### src/rtl/router_fifo_pkg.sv
// router_fifo_pkg: shared router constants, header field positions and port addresses.
//   ROUTER_DATA_WIDTH / ROUTER_FIFO_DEPTH : default byte width and buffer depth
//   ADDR_* / LEN_*                        : header byte fields (destination, payload length)
//   port_addr_e                           : destination port encodings
//   pkt_bytes()                           : bytes still to come after a header (payload + parity)
package router_fifo_pkg;
   localparam int ROUTER_DATA_WIDTH = 8;
   localparam int ROUTER_FIFO_DEPTH = 16;
   localparam int ADDR_LSB = 0;
   localparam int ADDR_MSB = 1;
   localparam int LEN_LSB = 2;
   localparam int LEN_MSB = 7;
   localparam int LEN_WIDTH = LEN_MSB - LEN_LSB + 1;
   localparam int CNT_WIDTH = 7;
   typedef enum logic [1:0] {
      PORT0 = 2'b00,
      PORT1 = 2'b01,
      PORT2 = 2'b10
   } port_addr_e;
   function automatic logic [CNT_WIDTH-1:0] pkt_bytes(input logic [LEN_WIDTH-1:0] len);
      return {1'b0, len} + 7'd1;
   endfunction
endpackage

### src/rtl/router_fifo_if.sv
// router_fifo_if: bundle between the synchroniser/register stage/destination and one output FIFO.
//   slave  : FIFO side (takes soft_reset, write_enb, read_enb, lfd_state, data_in;
//            drives data_out, full, empty, fill_level, pkt_done)
//   master : the surrounding router side, directions reversed
interface router_fifo_if #(
   parameter int DATA_WIDTH = 8,
   parameter int ADDR_WIDTH = 4
);
   logic                  soft_reset;
   logic                  write_enb;
   logic                  read_enb;
   logic                  lfd_state;
   logic [DATA_WIDTH-1:0] data_in;
   logic [DATA_WIDTH-1:0] data_out;
   logic                  full;
   logic                  empty;
   logic [ADDR_WIDTH:0]   fill_level;
   logic                  pkt_done;
   modport slave (
      input  soft_reset, write_enb, read_enb, lfd_state, data_in,
      output data_out, full, empty, fill_level, pkt_done
   );
   modport master (
      output soft_reset, write_enb, read_enb, lfd_state, data_in,
      input  data_out, full, empty, fill_level, pkt_done
   );
endinterface

### src/rtl/router_fifo_mem.sv
// router_fifo_mem: DEPTH x (DATA_WIDTH+1) storage, one synchronous write port, one registered read port.
//   clock, resetn     : clock and async active-low reset (read register only)
//   clr_i             : synchronous clear of the read register
//   we_i/waddr_i/wdata_i : write port, wdata_i = {header flag, byte}
//   re_i/raddr_i/rdata_o : registered read of the byte at raddr_i
//   rd_hdr_o/rd_len_o : header flag and length field of the word at raddr_i, seen before the read edge
module router_fifo_mem
   import router_fifo_pkg::*;
#(
   parameter int DATA_WIDTH = ROUTER_DATA_WIDTH,
   parameter int DEPTH = ROUTER_FIFO_DEPTH,
   parameter int ADDR_WIDTH = $clog2(DEPTH)
) (
   input  logic                  clock,
   input  logic                  resetn,
   input  logic                  clr_i,
   input  logic                  we_i,
   input  logic [ADDR_WIDTH-1:0] waddr_i,
   input  logic [DATA_WIDTH:0]   wdata_i,
   input  logic                  re_i,
   input  logic [ADDR_WIDTH-1:0] raddr_i,
   output logic [DATA_WIDTH-1:0] rdata_o,
   output logic                  rd_hdr_o,
   output logic [LEN_WIDTH-1:0]  rd_len_o
);
   logic [DATA_WIDTH:0]   mem_q [DEPTH];
   logic [DATA_WIDTH-1:0] rdata_q;

   always_ff @(posedge clock)
      if (we_i) mem_q[waddr_i] <= wdata_i;

   always_ff @(posedge clock or negedge resetn)
      if (!resetn) rdata_q <= '0;
      else if (clr_i) rdata_q <= '0;
      else if (re_i) rdata_q <= mem_q[raddr_i][DATA_WIDTH-1:0];

   assign rdata_o  = rdata_q;
   assign rd_hdr_o = mem_q[raddr_i][DATA_WIDTH];
   assign rd_len_o = mem_q[raddr_i][LEN_MSB:LEN_LSB];
endmodule

### src/rtl/router_fifo.sv
// router_fifo: per-destination output buffer of the 1x3 router with read-side packet tracking.
//   clock, resetn : clock and async active-low reset
//   bus (slave)   : write side (write_enb, lfd_state, data_in), read side (read_enb, data_out),
//                   status (full, empty, fill_level), pkt_done pulse, soft_reset flush
module router_fifo
   import router_fifo_pkg::*;
#(
   parameter int DATA_WIDTH = ROUTER_DATA_WIDTH,
   parameter int DEPTH = ROUTER_FIFO_DEPTH,
   parameter int ADDR_WIDTH = $clog2(DEPTH)
) (
   input  logic         clock,
   input  logic         resetn,
   router_fifo_if.slave bus
);
   localparam int PW = ADDR_WIDTH + 1;

   logic [PW-1:0]        wr_ptr_q, wr_ptr_d, rd_ptr_q, rd_ptr_d;
   logic [CNT_WIDTH-1:0] byte_cnt_q, byte_cnt_d;
   logic                 pkt_done_q, pkt_done_d;
   logic                 do_wr, do_rd, rd_hdr;
   logic [LEN_WIDTH-1:0] rd_len;

   // Pointers carry an extra wrap bit so full and empty are distinguishable.
   assign bus.empty      = wr_ptr_q == rd_ptr_q;
   assign bus.full       = (wr_ptr_q[ADDR_WIDTH-1:0] == rd_ptr_q[ADDR_WIDTH-1:0]) &&
                           (wr_ptr_q[ADDR_WIDTH] != rd_ptr_q[ADDR_WIDTH]);
   assign bus.fill_level = wr_ptr_q - rd_ptr_q;
   assign bus.pkt_done   = pkt_done_q;

   always_comb begin
      do_wr      = bus.write_enb && !bus.full && !bus.soft_reset;
      do_rd      = bus.read_enb && !bus.empty && !bus.soft_reset;
      wr_ptr_d   = bus.soft_reset ? '0 : wr_ptr_q + PW'(do_wr);
      rd_ptr_d   = bus.soft_reset ? '0 : rd_ptr_q + PW'(do_rd);
      byte_cnt_d = byte_cnt_q;
      // A header always reloads the count, so a truncated packet never pulses.
      if (bus.soft_reset) byte_cnt_d = '0;
      else if (do_rd) byte_cnt_d = rd_hdr ? pkt_bytes(rd_len) :
                                   (byte_cnt_q != '0) ? byte_cnt_q - 1'b1 : '0;
      pkt_done_d = do_rd && !rd_hdr && byte_cnt_q == CNT_WIDTH'(1);
   end

   always_ff @(posedge clock or negedge resetn)
      if (!resetn) begin
         wr_ptr_q   <= '0;
         rd_ptr_q   <= '0;
         byte_cnt_q <= '0;
         pkt_done_q <= 1'b0;
      end else begin
         wr_ptr_q   <= wr_ptr_d;
         rd_ptr_q   <= rd_ptr_d;
         byte_cnt_q <= byte_cnt_d;
         pkt_done_q <= pkt_done_d;
      end

   router_fifo_mem #(
      .DATA_WIDTH(DATA_WIDTH),
      .DEPTH(DEPTH),
      .ADDR_WIDTH(ADDR_WIDTH)
   ) u_mem (
      .clock   (clock),
      .resetn  (resetn),
      .clr_i   (bus.soft_reset),
      .we_i    (do_wr),
      .waddr_i (wr_ptr_q[ADDR_WIDTH-1:0]),
      .wdata_i ({bus.lfd_state, bus.data_in}),
      .re_i    (do_rd),
      .raddr_i (rd_ptr_q[ADDR_WIDTH-1:0]),
      .rdata_o (bus.data_out),
      .rd_hdr_o(rd_hdr),
      .rd_len_o(rd_len)
   );
endmodule
### src/flat_wrapper.sv
// flat-port wrapper written by rule: the top's interface ports become plain ports
module router_fifo_flat import router_fifo_pkg::*;
#(
   parameter int DATA_WIDTH = ROUTER_DATA_WIDTH,
   parameter int DEPTH = ROUTER_FIFO_DEPTH,
   parameter int ADDR_WIDTH = $clog2(DEPTH)
)
  (clock, resetn, bus_soft_reset, bus_write_enb, bus_read_enb, bus_lfd_state, bus_data_in, bus_data_out, bus_full, bus_empty, bus_fill_level, bus_pkt_done);
  router_fifo_if #(.DATA_WIDTH(DATA_WIDTH), .ADDR_WIDTH(ADDR_WIDTH)) bus_i ();
  input  logic clock;
  input  logic resetn;
  input wire logic [$bits(bus_i.soft_reset)-1:0] bus_soft_reset;
  input wire logic [$bits(bus_i.write_enb)-1:0] bus_write_enb;
  input wire logic [$bits(bus_i.read_enb)-1:0] bus_read_enb;
  input wire logic [$bits(bus_i.lfd_state)-1:0] bus_lfd_state;
  input wire logic [$bits(bus_i.data_in)-1:0] bus_data_in;
  output wire logic [$bits(bus_i.data_out)-1:0] bus_data_out;
  output wire logic [$bits(bus_i.full)-1:0] bus_full;
  output wire logic [$bits(bus_i.empty)-1:0] bus_empty;
  output wire logic [$bits(bus_i.fill_level)-1:0] bus_fill_level;
  output wire logic [$bits(bus_i.pkt_done)-1:0] bus_pkt_done;
  assign bus_i.soft_reset = bus_soft_reset;
  assign bus_i.write_enb = bus_write_enb;
  assign bus_i.read_enb = bus_read_enb;
  assign bus_i.lfd_state = bus_lfd_state;
  assign bus_i.data_in = bus_data_in;
  assign bus_data_out = bus_i.data_out;
  assign bus_full = bus_i.full;
  assign bus_empty = bus_i.empty;
  assign bus_fill_level = bus_i.fill_level;
  assign bus_pkt_done = bus_i.pkt_done;
  router_fifo #(.DATA_WIDTH(DATA_WIDTH), .DEPTH(DEPTH), .ADDR_WIDTH(ADDR_WIDTH)) u_core (.clock(clock), .resetn(resetn), .bus(bus_i));
endmodule
### config.mk
export PLATFORM = sky130hd
export DESIGN_NAME = router_fifo_flat
export DESIGN_NICKNAME = d
export VERILOG_FILES = /design/src/rtl/router_fifo_pkg.sv /design/src/rtl/router_fifo_if.sv /design/src/rtl/router_fifo_mem.sv /design/src/rtl/router_fifo.sv /design/src/flat_wrapper.sv
export SDC_FILE = /design/constraint.sdc
export NUM_CORES = 1
export LEC_CHECK = 0
export BUFFER_PORTS_ARGS = -buffer_cell sky130_fd_sc_hd__buf_2
export CAP_MARGIN = 40
export CORE_MARGIN = 3
export CORE_UTILIZATION = 35
export CTS_CLUSTER_DIAMETER = 150
export DETAILED_ROUTE_END_ITERATION = 10
export SYNTH_ARGS = -nofsm -noshare
export SYNTH_HDL_FRONTEND = slang
export SYNTH_SLANG_ARGS = --single-unit
### constraint.sdc
create_clock -name clock -period 5.05 [get_ports clock]
set_clock_uncertainty 0.15 [all_clocks]
set_input_delay 0.7575 -clock clock [delete_from_list [all_inputs] [get_ports clock]]
set_output_delay 0.7575 -clock clock [all_outputs]
set_load 0.01 [all_outputs]
==> results of run 1 <==
## placed cells by master (no fill, tap or decap), types with 3 or more instances in the layout
| cell type | instances |
|---|---|
| nand2b_1 | 6 |
| xor2_1 | 6 |
| inv_8 | 3 |
| a211oi_1 | 5 |
| nand2_1 | 24 |
| mux2_2 | 4 |
| o21ai_0 | 5 |
| a221oi_1 | 5 |
| buf_4 | 8 |
| xnor2_1 | 6 |
| nand3_1 | 9 |
| mux2i_1 | 13 |
| ha_1 | 12 |
| a21oi_1 | 12 |
| nor2_1 | 35 |
| mux4_2 | 30 |
| edfxtp_1 | 144 |
| a22oi_1 | 9 |
| dfrtp_1 | 25 |
| nor3b_1 | 3 |
| clkinvlp_4 | 3 |
| buf_2 | 29 |
| nor2b_1 | 10 |
| nor3_1 | 8 |
| clkbuf_16 | 17 |
| or3_1 | 4 |
| inv_1 | 14 |
| inv_6 | 3 |
## cell families (layout without fill, tap and decap cells)
kind of cell | after synthesis | count (layout) | share of synthesized area [%]
DFF | 170 | 170 | 68.9
buffers and inverters | 34 | 83 | 2.23
xor gates and xnor gates | 12 | 12 | 1.46
and+or+nand+nor | 107 | 107 | 7.02
AOI/OAI and AO/OA | 59 | 59 | 5.92
adders and majority gates | 13 | 13 | 2.36
muxes | 48 | 48 | 12.1
## sequential cells by signal, indices dropped and copies added (netlist names)
signal                flops
u_core.wr_ptr_q           5
u_core.byte_cnt_q         7
u_core.u_mem.rdata_o      8
u_core.rd_ptr_q           5
u_core.bus.pkt_done       1
u_core.u_mem.mem_q      144
## critical path: cells and delay by family (launching register included)
| family | cells | cell delay [ns] |
|---|---|---|
| simple gates | 5 | 1.91 |
| flops | 1 | 0.46 |
| buf+inv | 1 | 0.43 |
| fa+ha+maj | 1 | 0.37 |
## metrics by stage
stage / instance area [um2] / worst slack (ns) / power (W)
global placement: 7650 / 1.54 / 0.00181
floorplan: 7220 / 1.67 / 0.00173
global route: 8250 / 1.06 / 0.00319
finish: 8250 / 1.34 / 0.00308
CTS: 8250 / 1.35 / 0.00311
detailed placement: 7650 / 1.36 / 0.00181
## worst paths after layout
check / start / slack [ns] / endpoint
max: u_core.rd_ptr_q[3] / 1.34 / u_core.u_mem.mem_q[10][5]
min: resetn / 0.19 / u_core.u_mem.rdata_o[1]
max reg2reg: u_core.rd_ptr_q[3] / 1.34 / u_core.u_mem.mem_q[10][5]
min reg2reg: u_core.u_mem.rdata_o[0] / 0.36 / u_core.u_mem.rdata_o[0]
max in group asynchronous: resetn / 4.12 / u_core.rd_ptr_q[0]
min in group clock: u_core.u_mem.rdata_o[0] / 0.36 / u_core.u_mem.rdata_o[0]
## power groups by stage
stage	Clock (W)	Sequential (W)	Combinational [W]
after floorplan	0	0.00158	0.000146
after global placement	0	0.00158	0.000225
after detailed placement	0	0.00159	0.000228
after CTS	0.00133	0.00156	0.000229
after global routing	0.00139	0.00156	0.000248
final	0.00130	0.00156	0.000225
## routing by layer
metal | vias to the layer above | track usage (%) | share of wire [%]
met2 | 121 | 24.2 | 48
met4 | 0 | 6.22 | 2.6
met5 | - | 0 | 0
met3 | 24 | 3.82 | 6.6
li1 | 1799 | - | -
met1 | 2010 | 19.7 | 42
## area by class of cell
class | count | area [um2] | share of cell area [%]
multi-input combinational | 239 | 2090 | 25.3
sequential | 170 | 4980 | 60.3
tap | 265 | 332 | 4.02
timing repair buffer | 37 | 205 | 2.49
clock inverter | 13 | 160 | 1.94
clock buffer | 19 | 433 | 5.25
inverter | 14 | 52.6 | 0.637
==> summary.md, run 1 <==
| Metric | Value |
|---|---|
| Count of different cell masters after synthesis | `52` |
| Hold crit path type | `input port to async pin` |
| CTS tree | `done` |
| R2R depth | `7` |
| Setup Viol. Count Final | `0` |
| Synth Flop Type | `edfxtp_1` |
| Synth top area share | `59.9%` |
| CTS resizes | `0` |
| Clock root buffer | `clkbuf_16` |
| Top cells by area, synth | `edfxtp_1 60%, mux4_2 9.4%, dfrtp_1 9.0%` |
| Final wirelength | `15,800 um` |
| Worst-Skew Late Latency | `0.43 ns` |
| Max Clk Rate | `270 MHz` |
| Post-Syn Area | `7220 um2` |
| Die Span X | `150 um` |
| Final ANT Viol Nets | `0` |
| Run status | `completed` |
| Placeable core region | `19,800 um2` |
| Yosys top cell by area | `edfxtp_1` |
| Sink Count | `170` |
| Seq/Total Area, Yosys | `68.9%` |
| Initial DRC count | `266` |
| Starting density of the core | `36.4%` |
| Filler cell count | `1,761` |
| Initial antenna violation count | `0` |
| Worst VDD drop | `0.000195 V` |
| Sw frac | `22.9%` |
| Async S/R FF share, synth | `15.3%` |
| Total die area | `22,400 um2` |
| Clock Pin Slew Worst Setup and Hold Paths | `0.07 ns` |
| Lkg Pwr | `2.81 nW` |
| Flop pwr share | `50.5%` |
| First-pass GRT wire length | `24,400 um` |
| Final Critical Period | `3.71 ns` |
| Post-route clock period utilization | `73.5%` |
| WL per Instance | `20.8 um` |
| Avg Cell Area, Syn | `16.3 um2` |
| MaxCap Viol Count | `0` |
| Number of global-route vias before repair | `4,059` |
| Max stage delay on crit path | `0.69 ns` |
| Largest net degree at the start of global routing | `47` |
| CP Class | `flip-flop to flip-flop` |
| Total Routing Usage GR | `15.1%` |
| Synth Net Count | `470` |
| Combinational power share | `7.3%` |
| Max Transition Viols Final | `0` |
| Measured slew at the worst slew-check pin | `0.848 ns` |
| Internal | `0.00237 W` |
| Vias per cell | `5.22` |
| Crit-path cells | `inv_1 > ha_1 > nand4_1 > nor2b_1 > nor3b_1 > nand3_1 > nor2_1` |
| Power Density | `373 nW/um2` |
| Clk pwr share | `42.2%` |
| GP Congestion | `0.861` |
| Htree depth | `4` |
| Io pins | `30` |
| Count leader, synth | `edfxtp_1` |
| Top cells by count, synth | `144 x edfxtp_1, 35 x nor2_1, 30 x mux4_2, 26 x dfrtp_1, 24 x nand2_1` |
| Critical Path Start Type | `flip-flop` |
| N_diodes | `0` |
| Fin cells | `757` |
| Area growth syn-to-layout | `14.2%` |
| Synth Warn # | `0` |
| Setup Fix Bufs, Post-CTS | `0` |
| Final Util | `41.5%` |
| Fin nets | `506` |
| Remaining DRCs | `0` |
| Switching power | `0.000703 W` |
| Hpwl dp | `10,900 um` |
| Drt pass-1 iters | `5` |
| Via count | `3,954` |
| Post-CTS Hold Fix Bufs | `0` |
| Cells after synthesis | `443` |
| Crit Path Max Fanout | `12` |
| CP max-delay cell | `nor2_1` |
| Clock buffers created by TritonCTS | `17` |
| Clock tree buffer depth | `2` |
| Setup TNS | `0 ns` |
| Slew headroom | `43.2%` |
| Post-synthesis register bit count | `170` |
| RSZ-0062 raised after global routing | `false` |
| Die height | `150 um` |
| Layout cells sized above 1 | `21.3%` |
| Crit path required time | `4.96 ns` |
| Fin Hold WS | `0.192 ns` |
| DP Cell Count | `725` |
| Number of enable flip-flop cells after synthesis | `144` |
| Num rows | `51` |
| Port bufs | `29` |
| GRT overflow | `0` |
| CP Capture Type | `flip-flop` |
| Final hold violations | `0` |
| Crit path DAT | `3.62 ns` |
(Power assumes the default switching activity.)
==> inputs of run 2 (changes only) <==
Clock period 5.05 ns to 3.5 ns, I/O delays scaled along.
==> run 2 against run 1 <==
Worst setup slack lost 0.93 ns. Sequential share of layout area shrank 1.3 points. Routed wire length increased by 3.5%. Flip-flop and latch count stayed put. Critical path type is now flip-flop to primary output. Worst hold slack improved by 0.15 ns. Die area unchanged. Combinational power increased by 39%. First-iteration DRC count increased by 34%.
==> summary.md, run 2 (synthesis gave the netlist of run 1 again) <==
| Metric | Value |
|---|---|
| Run status | `completed` |
| Final Util | `42.5%` |
| Sink Count | `170` |
| Clock tree buffer depth | `2` |
| Initial DRC count | `357` |
| Die Span X | `150 um` |
| Hold path cells | `1` |
| Total Routing Usage GR | `15.5%` |
| Drt pass-1 iters | `5` |
| Pre-CTS setup slack | `0.472 ns` |
| Layout cells sized above 1 | `23.7%` |
| Final hold violations | `0` |
| Final wirelength | `16,300 um` |
| Worst-Skew Late Latency | `0.42 ns` |
| Clock buffers created by TritonCTS | `17` |
| R2R depth | `6` |
| Clock root buffer | `clkbuf_16` |
| Vias per cell | `5.29` |
| Max reg flops | `144` |
| GRT overflow | `0` |
| Measured slew at the worst slew-check pin | `0.674 ns` |
| Max stage delay on crit path | `0.76 ns` |
| Max Transition Viols Final | `0` |
| Worst VDD drop | `0.000277 V` |
| Lkg Pwr | `2.93 nW` |
| CP delay by family, top | `flip-flops` |
| Port bufs | `29` |
| Area growth syn-to-layout | `16.6%` |
| Htree depth | `4` |
| Via count | `4,099` |
| CP max-delay cell | `dfrtp_2` |
| Total die area | `22,400 um2` |
| Hold crit path type | `input port to flip-flop` |
| Crit path required time | `2.82 ns` |
| Final ANT Viol Nets | `0` |
| MaxCap Viol Count | `0` |
| Most frequent cells in the layout | `144 x edfxtp_1, 35 x nor2_1, 30 x mux4_2` |
| FF-to-FF End | `u_core.byte_cnt_q[4]` |
| CTS tree | `done` |
| Io pins | `30` |
| Hpwl dp | `11,000 um` |
| Largest net degree at the start of global routing | `29` |
| Crit-path cells | `ha_1 > fa_1 > inv_1 > a21o_1 > a21oi_1 > xor2_1 > buf_2` |
| Crit path DAT | `2.42 ns` |
| Crit path depth | `7` |
| Setup Viol. Count Final | `0` |
| Max Clk Rate | `323 MHz` |
| Power Density | `538 nW/um2` |
| GP Congestion | `0.791` |
| Commonest non-fill, non-tap cell in the layout | `edfxtp_1` |
| Remaining DRCs | `0` |
| Crit Path Max Fanout | `20` |
| WL per Instance | `21.1 um` |
| Setup Fix Bufs, Post-CTS | `0` |
| Post-route clock period utilization | `88.4%` |
| RSZ-0062 raised after global routing | `false` |
| CP Class | `flip-flop to primary output` |
| Min-delay src | `bus_lfd_state` |
| Starting density of the core | `36.4%` |
| CP Capture Type | `primary output` |
| Critical Path Start Type | `flip-flop` |
| Worst Slack Setup Final | `0.407 ns` |
| Top reg by flops | `u_core.u_mem.mem_q` |
| Fin nets | `524` |
| CTS resizes | `0` |
| N_diodes | `0` |
| Initial antenna violation count | `0` |
| Hold path endpoint | `u_core.u_mem.mem_q[3][8]` |
| Number of global-route vias before repair | `4,203` |
| Worst r2r src | `u_core.rd_ptr_q[0]` |
| Setup TNS | `0 ns` |
| Num rows | `51` |
| First-pass GRT wire length | `25,700 um` |
| Clock Pin Slew Worst Setup and Hold Paths | `0.06 ns` |
| Buffers & Inverters on Critical Path | `2` |
| R2r setup slk | `0.53 ns` |
| Slew headroom | `54.9%` |
| Final total power | `0.00453 W` |
| Final Critical Period | `3.09 ns` |
| Placeable core region | `19,800 um2` |
| Post-CTS Hold Fix Bufs | `1` |
| Die height | `150 um` |
-- run 2: changes by cell type in the layout (fill, tap and decap cells not counted) --
| cell | before | now |
|---|---|---|
| buf_12 | 0 | 1 |
| clkinv_4 | 2 | 3 |
| clkinvlp_4 | 3 | 0 |
| clkinv_2 | 0 | 1 |
| clkbuf_1 | 2 | 1 |
| clkinv_1 | 0 | 2 |
| buf_4 | 8 | 24 |
| bufinv_16 | 2 | 4 |
| dlygate4sd3_1 | 0 | 1 |
| inv_6 | 3 | 4 |
| inv_8 | 3 | 0 |
-- run 2: where the power goes --
| part | switching [W] | internal (W) |
|---|---|---|
| clock network | 0.000768 | 0.00120 |
| registers | 0.0000284 | 0.00222 |
| logic | 0.000181 | 0.000132 |
| total | 0.000977 | 0.00356 |
-- run 2: worst max path at each step --
| stage | start | endpoint | slack (ns) |
|---|---|---|---|
| after floorplan | u_core.rd_ptr_q[2] | u_core.u_mem.mem_q[0][0] | 0.12 |
| after global placement | u_core.rd_ptr_q[0] | u_core.byte_cnt_q[3] | 0.57 |
| after detailed placement | u_core.rd_ptr_q[0] | u_core.byte_cnt_q[6] | 0.47 |
| after CTS | u_core.rd_ptr_q[0] | bus_fill_level[4] | 0.33 |
| after global routing | u_core.rd_ptr_q[0] | bus_fill_level[4] | 0.24 |
| final | u_core.rd_ptr_q[0] | bus_fill_level[4] | 0.41 |
-- run 2: final cells by class --
cell class                 instances  area (um2)
fill                            1743       11400
sequential                       170        4980
multi-input combinational        239        2090
clock buffer                      18         429
timing repair buffer              55         355
tap                              265         332
clock inverter                    14         194
inverter                          14        52.6
-- run 2: routing by layer --
layer	share of wire, %	vias up	wire, um	GRT usage (%)
li1	-	1834	-	-
met1	44	2118	7140	21.1
met2	49	134	7990	25.0
met3	6.1	13	992	3.48
met4	1.2	0	192	4.80
met5	0	-	0	0
-- run 2: stage by stage --
| step | instances | area (um2) | hold WS (ns) |
|---|---|---|---|
| 2_1_floorplan | 443 | 7220 | 0.0794 |
| 3_3_place_gp | 742 | 7790 | 0.360 |
| 3_5_place_dp | 742 | 7790 | 0.365 |
| 4_1_cts | 775 | 8430 | 0.319 |
| 5_1_grt | 775 | 8430 | 0.339 |
| 6_report | 775 | 8430 | 0.338 |
